File: src/rtl/neuron_mac_seq.sv
// Sequential single-neuron MAC: out = bias + sum(a[i] * W[i]) in IEEE-754 single, strict order.
// Define NEURON_RELU_EN to clamp negative results to +0.
module neuron_mac_seq #(
  parameter int unsigned N_IN  = 15,
  parameter int unsigned IDX_W = $clog2(N_IN)
) (
  input  logic             clk,
  input  logic             rst_n,
  input  logic             start,
  input  logic [31:0]      a_data,
  input  logic             a_valid,
  output logic             a_ready,
  input  logic             w_we,
  input  logic [IDX_W-1:0] w_addr,
  input  logic [31:0]      w_data,
  input  logic             b_we,
  input  logic [31:0]      b_data,
  output logic [31:0]      out_data,
  output logic             out_valid,
  input  logic             out_ready,
  output logic             busy
);

  localparam logic [31:0] QNan = 32'h7fc00000;

  // Round-to-nearest-even multiply; denormal inputs and underflow flush to signed zero.
  function automatic logic [31:0] float_mult(input logic [31:0] a, input logic [31:0] b);
    logic              s;
    logic [47:0]       p;
    logic [24:0]       m;
    logic              rnd;
    logic              stk;
    logic signed [9:0] e;
    s = a[31] ^ b[31];
    if ((a[30:23] == 8'hff && a[22:0] != 23'h0) || (b[30:23] == 8'hff && b[22:0] != 23'h0)) begin
      return QNan;
    end
    if (a[30:23] == 8'hff || b[30:23] == 8'hff) begin
      if (a[30:23] == 8'h00 || b[30:23] == 8'h00) return QNan;
      return {s, 8'hff, 23'h0};
    end
    if (a[30:23] == 8'h00 || b[30:23] == 8'h00) return {s, 31'h0};
    p = {24'h0, 1'b1, a[22:0]} * {24'h0, 1'b1, b[22:0]};
    e = $signed({2'b00, a[30:23]}) + $signed({2'b00, b[30:23]}) - 10'sd127;
    if (p[47]) begin
      m   = {1'b0, p[47:24]};
      rnd = p[23];
      stk = |p[22:0];
      e   = e + 10'sd1;
    end else begin
      m   = {1'b0, p[46:23]};
      rnd = p[22];
      stk = |p[21:0];
    end
    if (rnd && (stk || m[0])) m = m + 25'd1;
    if (m[24]) begin
      m = m >> 1;
      e = e + 10'sd1;
    end
    if (e >= 10'sd255) return {s, 8'hff, 23'h0};
    if (e <= 10'sd0) return {s, 31'h0};
    return {s, e[7:0], m[22:0]};
  endfunction

  // Round-to-nearest-even add with guard/round/sticky; denormals treated as zero.
  function automatic logic [31:0] float_adder(input logic [31:0] x, input logic [31:0] y);
    logic [31:0]       a;
    logic [31:0]       b;
    logic [53:0]       sh;
    logic [26:0]       ma;
    logic [26:0]       mb;
    logic [27:0]       sum;
    logic [24:0]       m;
    logic [7:0]        d;
    logic signed [9:0] e;
    if ((x[30:23] == 8'hff && x[22:0] != 23'h0) || (y[30:23] == 8'hff && y[22:0] != 23'h0)) begin
      return QNan;
    end
    if (x[30:23] == 8'hff && y[30:23] == 8'hff && x[31] != y[31]) return QNan;
    if (x[30:23] == 8'hff) return x;
    if (y[30:23] == 8'hff) return y;
    if (y[30:23] == 8'h00) return (x[30:23] == 8'h00) ? {x[31] & y[31], 31'h0} : x;
    if (x[30:23] == 8'h00) return y;
    if (x[30:0] >= y[30:0]) begin
      a = x;
      b = y;
    end else begin
      a = y;
      b = x;
    end
    d  = a[30:23] - b[30:23];
    ma = {1'b1, a[22:0], 3'b000};
    sh = {1'b1, b[22:0], 3'b000, 27'h0} >> d;
    // Bits shifted out of the smaller operand collapse into its sticky LSB.
    if (d > 8'd26) mb = 27'd1;
    else mb = {sh[53:28], sh[27] | (|sh[26:0])};
    e = $signed({2'b00, a[30:23]});
    if (a[31] == b[31]) sum = {1'b0, ma} + {1'b0, mb};
    else sum = {1'b0, ma} - {1'b0, mb};
    if (sum == 28'd0) return 32'h0;
    if (sum[27]) begin
      sum = {1'b0, sum[27:2], sum[1] | sum[0]};
      e   = e + 10'sd1;
    end else begin
      for (int i = 0; i < 26; i++) begin
        if (!sum[26]) begin
          sum = sum << 1;
          e   = e - 10'sd1;
        end
      end
    end
    m = {1'b0, sum[26:3]};
    if (sum[2] && ((|sum[1:0]) || m[0])) m = m + 25'd1;
    if (m[24]) begin
      m = m >> 1;
      e = e + 10'sd1;
    end
    if (e >= 10'sd255) return {a[31], 8'hff, 23'h0};
    if (e <= 10'sd0) return {a[31], 31'h0};
    return {a[31], e[7:0], m[22:0]};
  endfunction

  typedef enum logic [1:0] {StIdle, StAccum, StDone} state_e;

  state_e           state_q, state_d;
  logic [31:0]      acc_q, acc_d;
  logic [31:0]      bias_q, bias_d;
  logic [31:0]      w_q [N_IN];
  logic [31:0]      w_d [N_IN];
  logic [IDX_W-1:0] idx_q, idx_d;
  logic [31:0]      out_data_q, out_data_d;
  logic             out_valid_q, out_valid_d;
  logic             a_ready_q, a_ready_d;
  logic             busy_q, busy_d;
  // Pre-write copy of a weight overwritten on the start edge, so that run still sees the old value.
  logic             hold_q, hold_d;
  logic [IDX_W-1:0] hold_idx_q, hold_idx_d;
  logic [31:0]      hold_w_q, hold_w_d;

  logic             w_hit;
  logic [31:0]      w_cur;
  logic [31:0]      acc_next;
  logic [31:0]      result;

  assign w_hit    = w_we && (32'(w_addr) < N_IN);
  assign w_cur    = (hold_q && hold_idx_q == idx_q) ? hold_w_q : w_q[idx_q];
  assign acc_next = float_adder(acc_q, float_mult(a_data, w_cur));

`ifdef NEURON_RELU_EN
  assign result = acc_next[31] ? 32'h0 : acc_next;
`else
  assign result = acc_next;
`endif

  always_comb begin
    state_d     = state_q;
    acc_d       = acc_q;
    bias_d      = bias_q;
    w_d         = w_q;
    idx_d       = idx_q;
    out_data_d  = out_data_q;
    out_valid_d = out_valid_q;
    hold_d      = hold_q;
    hold_idx_d  = hold_idx_q;
    hold_w_d    = hold_w_q;
    unique case (state_q)
      StIdle: begin
        if (w_hit) w_d[w_addr] = w_data;
        if (b_we) bias_d = b_data;
        if (start) begin
          state_d    = StAccum;
          acc_d      = bias_q;
          idx_d      = '0;
          hold_d     = w_hit;
          hold_idx_d = w_addr;
          hold_w_d   = w_hit ? w_q[w_addr] : 32'h0;
        end
      end
      StAccum: begin
        if (a_valid) begin
          acc_d = acc_next;
          idx_d = idx_q + IDX_W'(1);
          if (32'(idx_q) == N_IN - 1) begin
            state_d     = StDone;
            out_valid_d = 1'b1;
            out_data_d  = result;
          end
        end
      end
      StDone: begin
        if (out_ready) begin
          state_d     = StIdle;
          out_valid_d = 1'b0;
          out_data_d  = 32'h0;
          hold_d      = 1'b0;
        end
      end
      default: state_d = StIdle;
    endcase
    a_ready_d = (state_d == StAccum);
    busy_d    = (state_d != StIdle);
  end

  always_ff @(posedge clk or negedge rst_n) begin
    if (!rst_n) begin
      state_q     <= StIdle;
      acc_q       <= 32'h0;
      bias_q      <= 32'h0;
      for (int i = 0; i < int'(N_IN); i++) w_q[i] <= 32'h0;
      idx_q       <= '0;
      out_data_q  <= 32'h0;
      out_valid_q <= 1'b0;
      a_ready_q   <= 1'b0;
      busy_q      <= 1'b0;
      hold_q      <= 1'b0;
      hold_idx_q  <= '0;
      hold_w_q    <= 32'h0;
    end else begin
      state_q     <= state_d;
      acc_q       <= acc_d;
      bias_q      <= bias_d;
      w_q         <= w_d;
      idx_q       <= idx_d;
      out_data_q  <= out_data_d;
      out_valid_q <= out_valid_d;
      a_ready_q   <= a_ready_d;
      busy_q      <= busy_d;
      hold_q      <= hold_d;
      hold_idx_q  <= hold_idx_d;
      hold_w_q    <= hold_w_d;
    end
  end

  assign out_data  = out_data_q;
  assign out_valid = out_valid_q;
  assign a_ready   = a_ready_q;
  assign busy      = busy_q;

endmodule

File: config.mk
export PLATFORM = sky130hd
export DESIGN_NAME = neuron_mac_seq
export DESIGN_NICKNAME = d
export VERILOG_FILES = /design/src/rtl/neuron_mac_seq.sv
export SDC_FILE = /design/constraint.sdc
export NUM_CORES = 2
export LEC_CHECK = 0
export ABC_AREA = 1
export ABC_CLOCK_PERIOD_IN_PS = 28200
export CAP_MARGIN = 20
export CORE_MARGIN = 3
export CORE_UTILIZATION = 40
export DETAILED_ROUTE_END_ITERATION = 8
export PLACE_DENSITY_LB_ADDON = 0.05
export SYNTH_ARGS = -nofsm -noshare
export SYNTH_HDL_FRONTEND = slang
export SYNTH_SLANG_ARGS = --single-unit
File: constraint.sdc
create_clock -name clk -period 28.2 [get_ports clk]
set_input_delay 2.82 -clock clk [delete_from_list [all_inputs] [get_ports clk]]
set_output_delay 2.82 -clock clk [all_outputs]
set_load 0.02 [all_outputs]
== After elaboration in Yosys (flattened, before gate mapping) ==
Index checks and enable logic that the tools add are counted.
Operators by class
  add/subtract/negate cells: 38
  $mul: 1
  $lt $le $gt $ge: 10
  equal/unequal tests: 15
  shifts and indexed selects: 1
  muxes and demuxes: 678
  bitwise gates (word level): 6
  reductions and logical operators: 41
Operators by type and width (count)
  $mux 27: 241
  $mux 10: 250
  $mux 32: 72
  $bwmux 480: 1
  $mux 25: 15
  $bmux 32 s4: 2
  $sub 10x2->10 const B: 25
  $mux 28: 7
  $demux 32 s4: 1
  $pmux 32 s2: 2
  $reduce_bool 23->1: 4
  $mux 1: 74
  $shr 54x8->54: 1
  $mul 24x24->48: 1
  $mux 23: 2
  $eq 8x8->1 const B: 4
  $logic_not 8->1: 4
  $ge 31x31->1: 1
  $add 10x2->10 const B: 3
  $add 27x27->28: 1
  $logic_not 28->1: 1
  $sub 27x27->28: 1
  $reduce_or 27->1: 1
  $add 24x1->25 const B: 1
  40 further kinds: 75
Storage, ports and cells
  flip-flop bits (word level): 622
  output and inout port bits: 35
  logic and storage cells: 816

== Logic depth before layout (Yosys ltp) ==
  word-level depth: 386
  depth in mapped cells: 231
  depth with buffers taken out: 217

== Worst setup path after synthesis ==
No wires, ideal clock.
  path kind: input-to-reg
  start point: input port a_data[11]
  end point: register acc_q[21]
  library setup time: 116 ps
  arrival: 31144 ps
  required time: 28084 ps
  setup slack: -3061 ps
  cell stages on the path: 207
  buffers on the path: 13
  path through: clkbuf_1 > inv_1 > clkbuf_1 > nor2_1 > fa_1 > fa_1 > inv_1 > fa_1 > fa_1 > inv_1 > fa_1 > fa_1 > inv_1 > fa_1 > inv_1 > ha_1 > nand2_1 > inv_1 > [171 not listed] > nand3_1 > nor2_1 > nand3_1 > nor2_2 > nand3_1 > nand2_2 > nand2_2 > nand2_4 > buf_6 > nor2_1 > nand2_1 > nand3_1 > nand3_1 > nand2_1 > nand2_1 > nand2_1 > nand2_1 > nand2_1
On the way
  cells in the longest elaborated chain, start to end: 343
  elaborated cells on any way between the ends: 690
  those cells by class: add/sub (34); mul (1); order compare (6); eq/ne (3); shift (1); mux (625); bitwise (2); reduce/logical (18)
Ends and longest elaborated chain
  start: declaration: line 10  | input logic [31:0] a_data,
  parallel branches: the longest is 26 deep, another holds $mul 24x24->48
  $mux 32 (*): line 38  | if (a[30:23] == 8'hff || b[30:23] == 8'hff) begin
  $ge 31x31->1: line 84  | if (x[30:0] >= y[30:0]) begin
  $mux 32 (2 in series): line 84
  $mux 32: line 83  | if (x[30:23] == 8'h00) return y;
  $mux 32: line 82  | if (y[30:23] == 8'h00) return (x[30:23] == 8'h00) ? {x[31] & y[31], 31'h0} : x;
  $mux 32: line 81  | if (y[30:23] == 8'hff) return y;
  $mux 32: line 80  | if (x[30:23] == 8'hff) return x;
  [301 not listed]
  $mux 32: line 84
  $mux 32: line 83
  $mux 32: line 82
  $mux 32: line 81
  $mux 32: line 80
  $mux 32 (*): line 79  | if (x[30:23] == 8'hff && y[30:23] == 8'hff && x[31] != y[31]) return QNan;
  $mux 32 (*): line 180  | if (a_valid) begin
  $pmux 32 s2 (*): line 166  | unique case (state_q)
  end signal: assignment: line 207  | acc_q <= 32'h0;
  end signal: assignment: line 220  | acc_q <= acc_d;
  end: declaration: line 126  | logic [31:0] acc_q, acc_d;
Every way passes the cells marked *. The select of a mux whose other input is x is not followed.
A chain may end at the register's enable or synchronous reset.

== Worst setup path after layout ==
  start point: input port a_data[12]
  end point: register acc_q[13]
Same word-level chain as after synthesis.

==> metrics.md <==
| Metric | Value |
|---|---|
| Via count | `82200` |
| Min Hold Slack | `0.4848 ns` |
| DRC | `0` |
| Worst skew pair latency | `0.67 ns` |
| Final Wtd Congestion | `1.017` |
| Number of synthesized flops with an enable pin | `0` |
| PnR worst setup slack | `-1.237 ns` |
| Drt initial violations | `7711` |
| Dpl cells | `15120` |
| Post-synthesis sequential area ratio | `0.2097` |
| CP Buf/Inv Count | `36` |
| Worst-Margin Slew | `1.290 ns` |
| Clk sink count | `622` |
| Failing checks | `negative setup slack` |
| TritonCTS clock tree | `yes` |
| Synth Flop Type | `dfrtp_1` |
| Crit path DAT | `30.03 ns` |
| Yosys top cell area share | `0.2097` |
| Slowest stage delay, CP | `0.57 ns` |
| Headroom to the max-slew limit | `0.1310` |
| IO Count | `142` |
| Post-synthesis mux area share | `0.004855` |
| Initial cell density of the core | `0.4041` |
| Final setup viols | `62` |
| Xor and xnor area share after synthesis | `0.01266` |
| Final Core Density | `0.5421` |
| Final global-route overflow total | `0` |
| Vias/cell | `5.333` |
| I/O Buffers | `141` |
| Max cap viols | `0` |
| Tot GR Track Use | `0.3307` |
| Wire length of the first global-routing pass | `490800 um` |
| Final min period | `29.44 ns` |
| Adder-cell share of the synthesized area | `0.1808` |
| Slew Viols, Final | `0` |
| Syn_area_per_cell | `6.710 um2` |
| Vias in the first global route | `80930` |
| Chip Width | `436.8 um` |
| Delay-heaviest family, CP | `simple AND/OR/NAND/NOR gates` |
| Clock buffer count from CTS | `67` |
| CTS root buf | `clkbuf_16` |
| Cell count after synthesis | `11060` |
| Clk_skew | `0.03815 ns` |
| Critical path capture point type | `flop` |
| Cell variety after synth | `86` |
| CP max stage cell | `fa_1` |
| CP Data Required Time | `28.80 ns` |
| Synthesis-stage register bit count | `622` |
| P&R area growth vs syn | `34.14%` |
| Mapped Area | `74220 um2` |
| Asr flop ratio synth | `1.000` |
| Count of final hold-check violations | `0` |
| Final ANT Viol Nets | `0` |
| Final WL | `322600 um` |
| Most used cell, CP | `nand2_2` |
| Die Height | `436.8 um` |
| Clock buffer depth | `3` |
| FP Rows | `157` |
| Proportion of layout cells with a drive suffix above 1 | `0.2759` |
| Largest family of logic cells by synthesized area | `simple AND/OR/NAND/NOR gates` |
| Largest cells by area after synthesis | `dfrtp_1 (21%), nand2_1 (16%), fa_1 (13%), inv_1 (7.5%), o21ai_0 (6.6%)` |
| CTS H-Tree Depth | `3` |
| Initial antenna violation count | `3` |
| Pre-CTS setup slack | `-3.414 ns` |
| Avg WL per Cell | `20.93 um` |
| Yosys top cell by area | `dfrtp_1` |
| CTS clk-pin slew, worst paths | `0.07 ns` |
| RSZ-0062 raised after global routing | `true` |
| Period utilization | `1.044` |
| Crit-path max FO | `8` |
| Post-synthesis compound-gate area fraction | `0.1458` |
| Core Area | `183700 um2` |
| Post-cts hold buffer count | `0` |
| DIE AREA | `190800 um2` |
| Final net count | `13790` |
| Class of the worst hold path | `reg2reg` |
| Status | `finished, violations left` |
| Final cell count without fillers | `15410` |
| Total nets after synthesis | `11950` |
| YS warnings | `0` |
| Largest net degree at the start of global routing | `158` |
| Synth Area in Simple Gates | `0.3304` |
| Worst setup SP type | `primary input` |
| DP Wirelength | `245800 um` |
| Peak Freq | `0.03397 GHz` |
| Kind of critical path | `in2reg` |
| Drt pass-1 iters | `9` |
-- metrics by stage --
| stage | area, um2 | TNS, ns |
|---|---|---|
| after floorplan | 75070 | -27.73 |
| after global placement | 92820 | -196.74 |
| after detailed placement | 92890 | -203.37 |
| after CTS | 97950 | -64.36 |
| after global routing | 99560 | -140.85 |
| final | 99560 | -70.20 |
-- cells by family after synthesis --
logic type               after synthesis
AND/OR/NAND/NOR                     5571
XOR/XNOR                             103
multiplexers                          32
buffers and inverters               2123
AO/OA/AOI/OAI                       1829
flip-flops                           622
adder cells (fa/ha/maj)              782
-- layout by cell type, fill, tap and decap left out, drive strengths merged, types with 5 or more instances in the layout --
master / Yosys / layout
o221ai: 29 / 29
bufinv: 0 / 8
a22o: 34 / 34
nor2: 1093 / 1093
ha: 298 / 298
a21o: 5 / 5
a31oi: 23 / 23
o21bai: 9 / 9
clkdlybuf4s15: 0 / 5
dfrtp: 622 / 622
o21ai: 1065 / 1065
and2: 7 / 7
nand3: 750 / 751
a32o: 6 / 6
clkdlybuf4s50: 0 / 117
o211ai: 34 / 34
o31ai: 6 / 6
xnor2: 26 / 26
fa: 484 / 484
nor4: 27 / 27
xor2: 77 / 77
a211oi: 5 / 5
clkbuf: 390 / 98
nand2: 3403 / 3404
inv: 1579 / 1579
nor3: 49 / 49
buf: 109 / 2148
nand4: 197 / 197
a21oi: 190 / 190
mux2: 32 / 32
a22oi: 254 / 254
a221oi: 62 / 62
clkinv: 33 / 46
o22ai: 60 / 60
o21a: 15 / 15
or2: 23 / 23
nand3b: 14 / 14
o2111ai: 16 / 16
-- worst min-delay path, stage by stage, from the launching register on --
cell     delay [ns]
dfrtp_1        0.34
nand2_1        0.05
o21ai_0        0.06
-- routing by layer --
metal | global-route usage | routed length, um | up-vias
met5 | 0 | 0 | -
met4 | 0.1015 | 10780 | 0
met3 | 0.04271 | 23550 | 494
met2 | 0.5188 | 142200 | 3009
met1 | 0.4732 | 146100 | 39520
li1 | - | - | 39170
-- final timing paths --
kind                               from      endpoint  slack (ns)  cells after the start
max                          a_data[12]     acc_q[13]       -1.24                    198
min                        hold_w_q[28]  hold_w_q[28]        0.48                      2
max reg2reg                    idx_q[0]     acc_q[13]       -0.96                    201
min reg2reg                hold_w_q[28]  hold_w_q[28]        0.48                      2
max in group asynchronous         rst_n      w_q[306]       22.23                      5
min in group asynchronous         rst_n     bias_q[1]        2.14                      1
-- state kept, by name (all words and copies together) (netlist names), 2 cells and up --
name / count
acc_q: 32
bias_q: 32
hold_idx_q: 4
hold_w_q: 32
idx_q: 4
out_data: 32
state_q: 2
w_q: 480
-- layout make-up --
type	count	area, um2
timing repair buffer	2274	18980
timing repair inverter	2	10.01
multi-input combinational	8319	53290
sequential	622	15570
clock inverter	23	409.1
antenna	1	2.502
tap	2464	3083
inverter	1612	6205
clock buffer	96	2017
fill	18180	84110
-- timing repair --
action | CTS | global route
gates cloned | 15 | 1
resized for setup | 501 | 364
setup buffers | 122 | 48
pin swaps | 220 | 267
setup endpoints to repair | 62 | 62
-- synth_stat cells, types with 9 or more instances --
library cell,instances
o21a_1,15
a221oi_1,62
nor4_1,26
o22ai_1,60
dfrtp_1,622
nor3_1,46
inv_2,86
o21bai_1,9
mux2_2,32
or2_2,19
xnor2_1,25
clkinv_1,31
nand3_4,10
inv_1,1487
o21ai_1,87
nor2_2,87
ha_1,298
nand2_4,37
nor2_1,984
buf_1,31
nand3b_1,14
a22oi_1,253
buf_4,29
a22o_1,34
a31oi_1,23
buf_6,26
buf_2,15
nor2_4,17
nand2_1,3144
o221ai_1,29
fa_1,484
nand2_2,220
o2111ai_1,16
nand3_2,80
clkbuf_4,9
xor2_1,76
o211ai_1,34
nand3_1,660
clkbuf_1,374
o21ai_0,972
nand4_1,189
a21oi_1,181
Power is not shown: default switching activity piles up to over one toggle a cycle in this logic, so the estimate is an artifact.
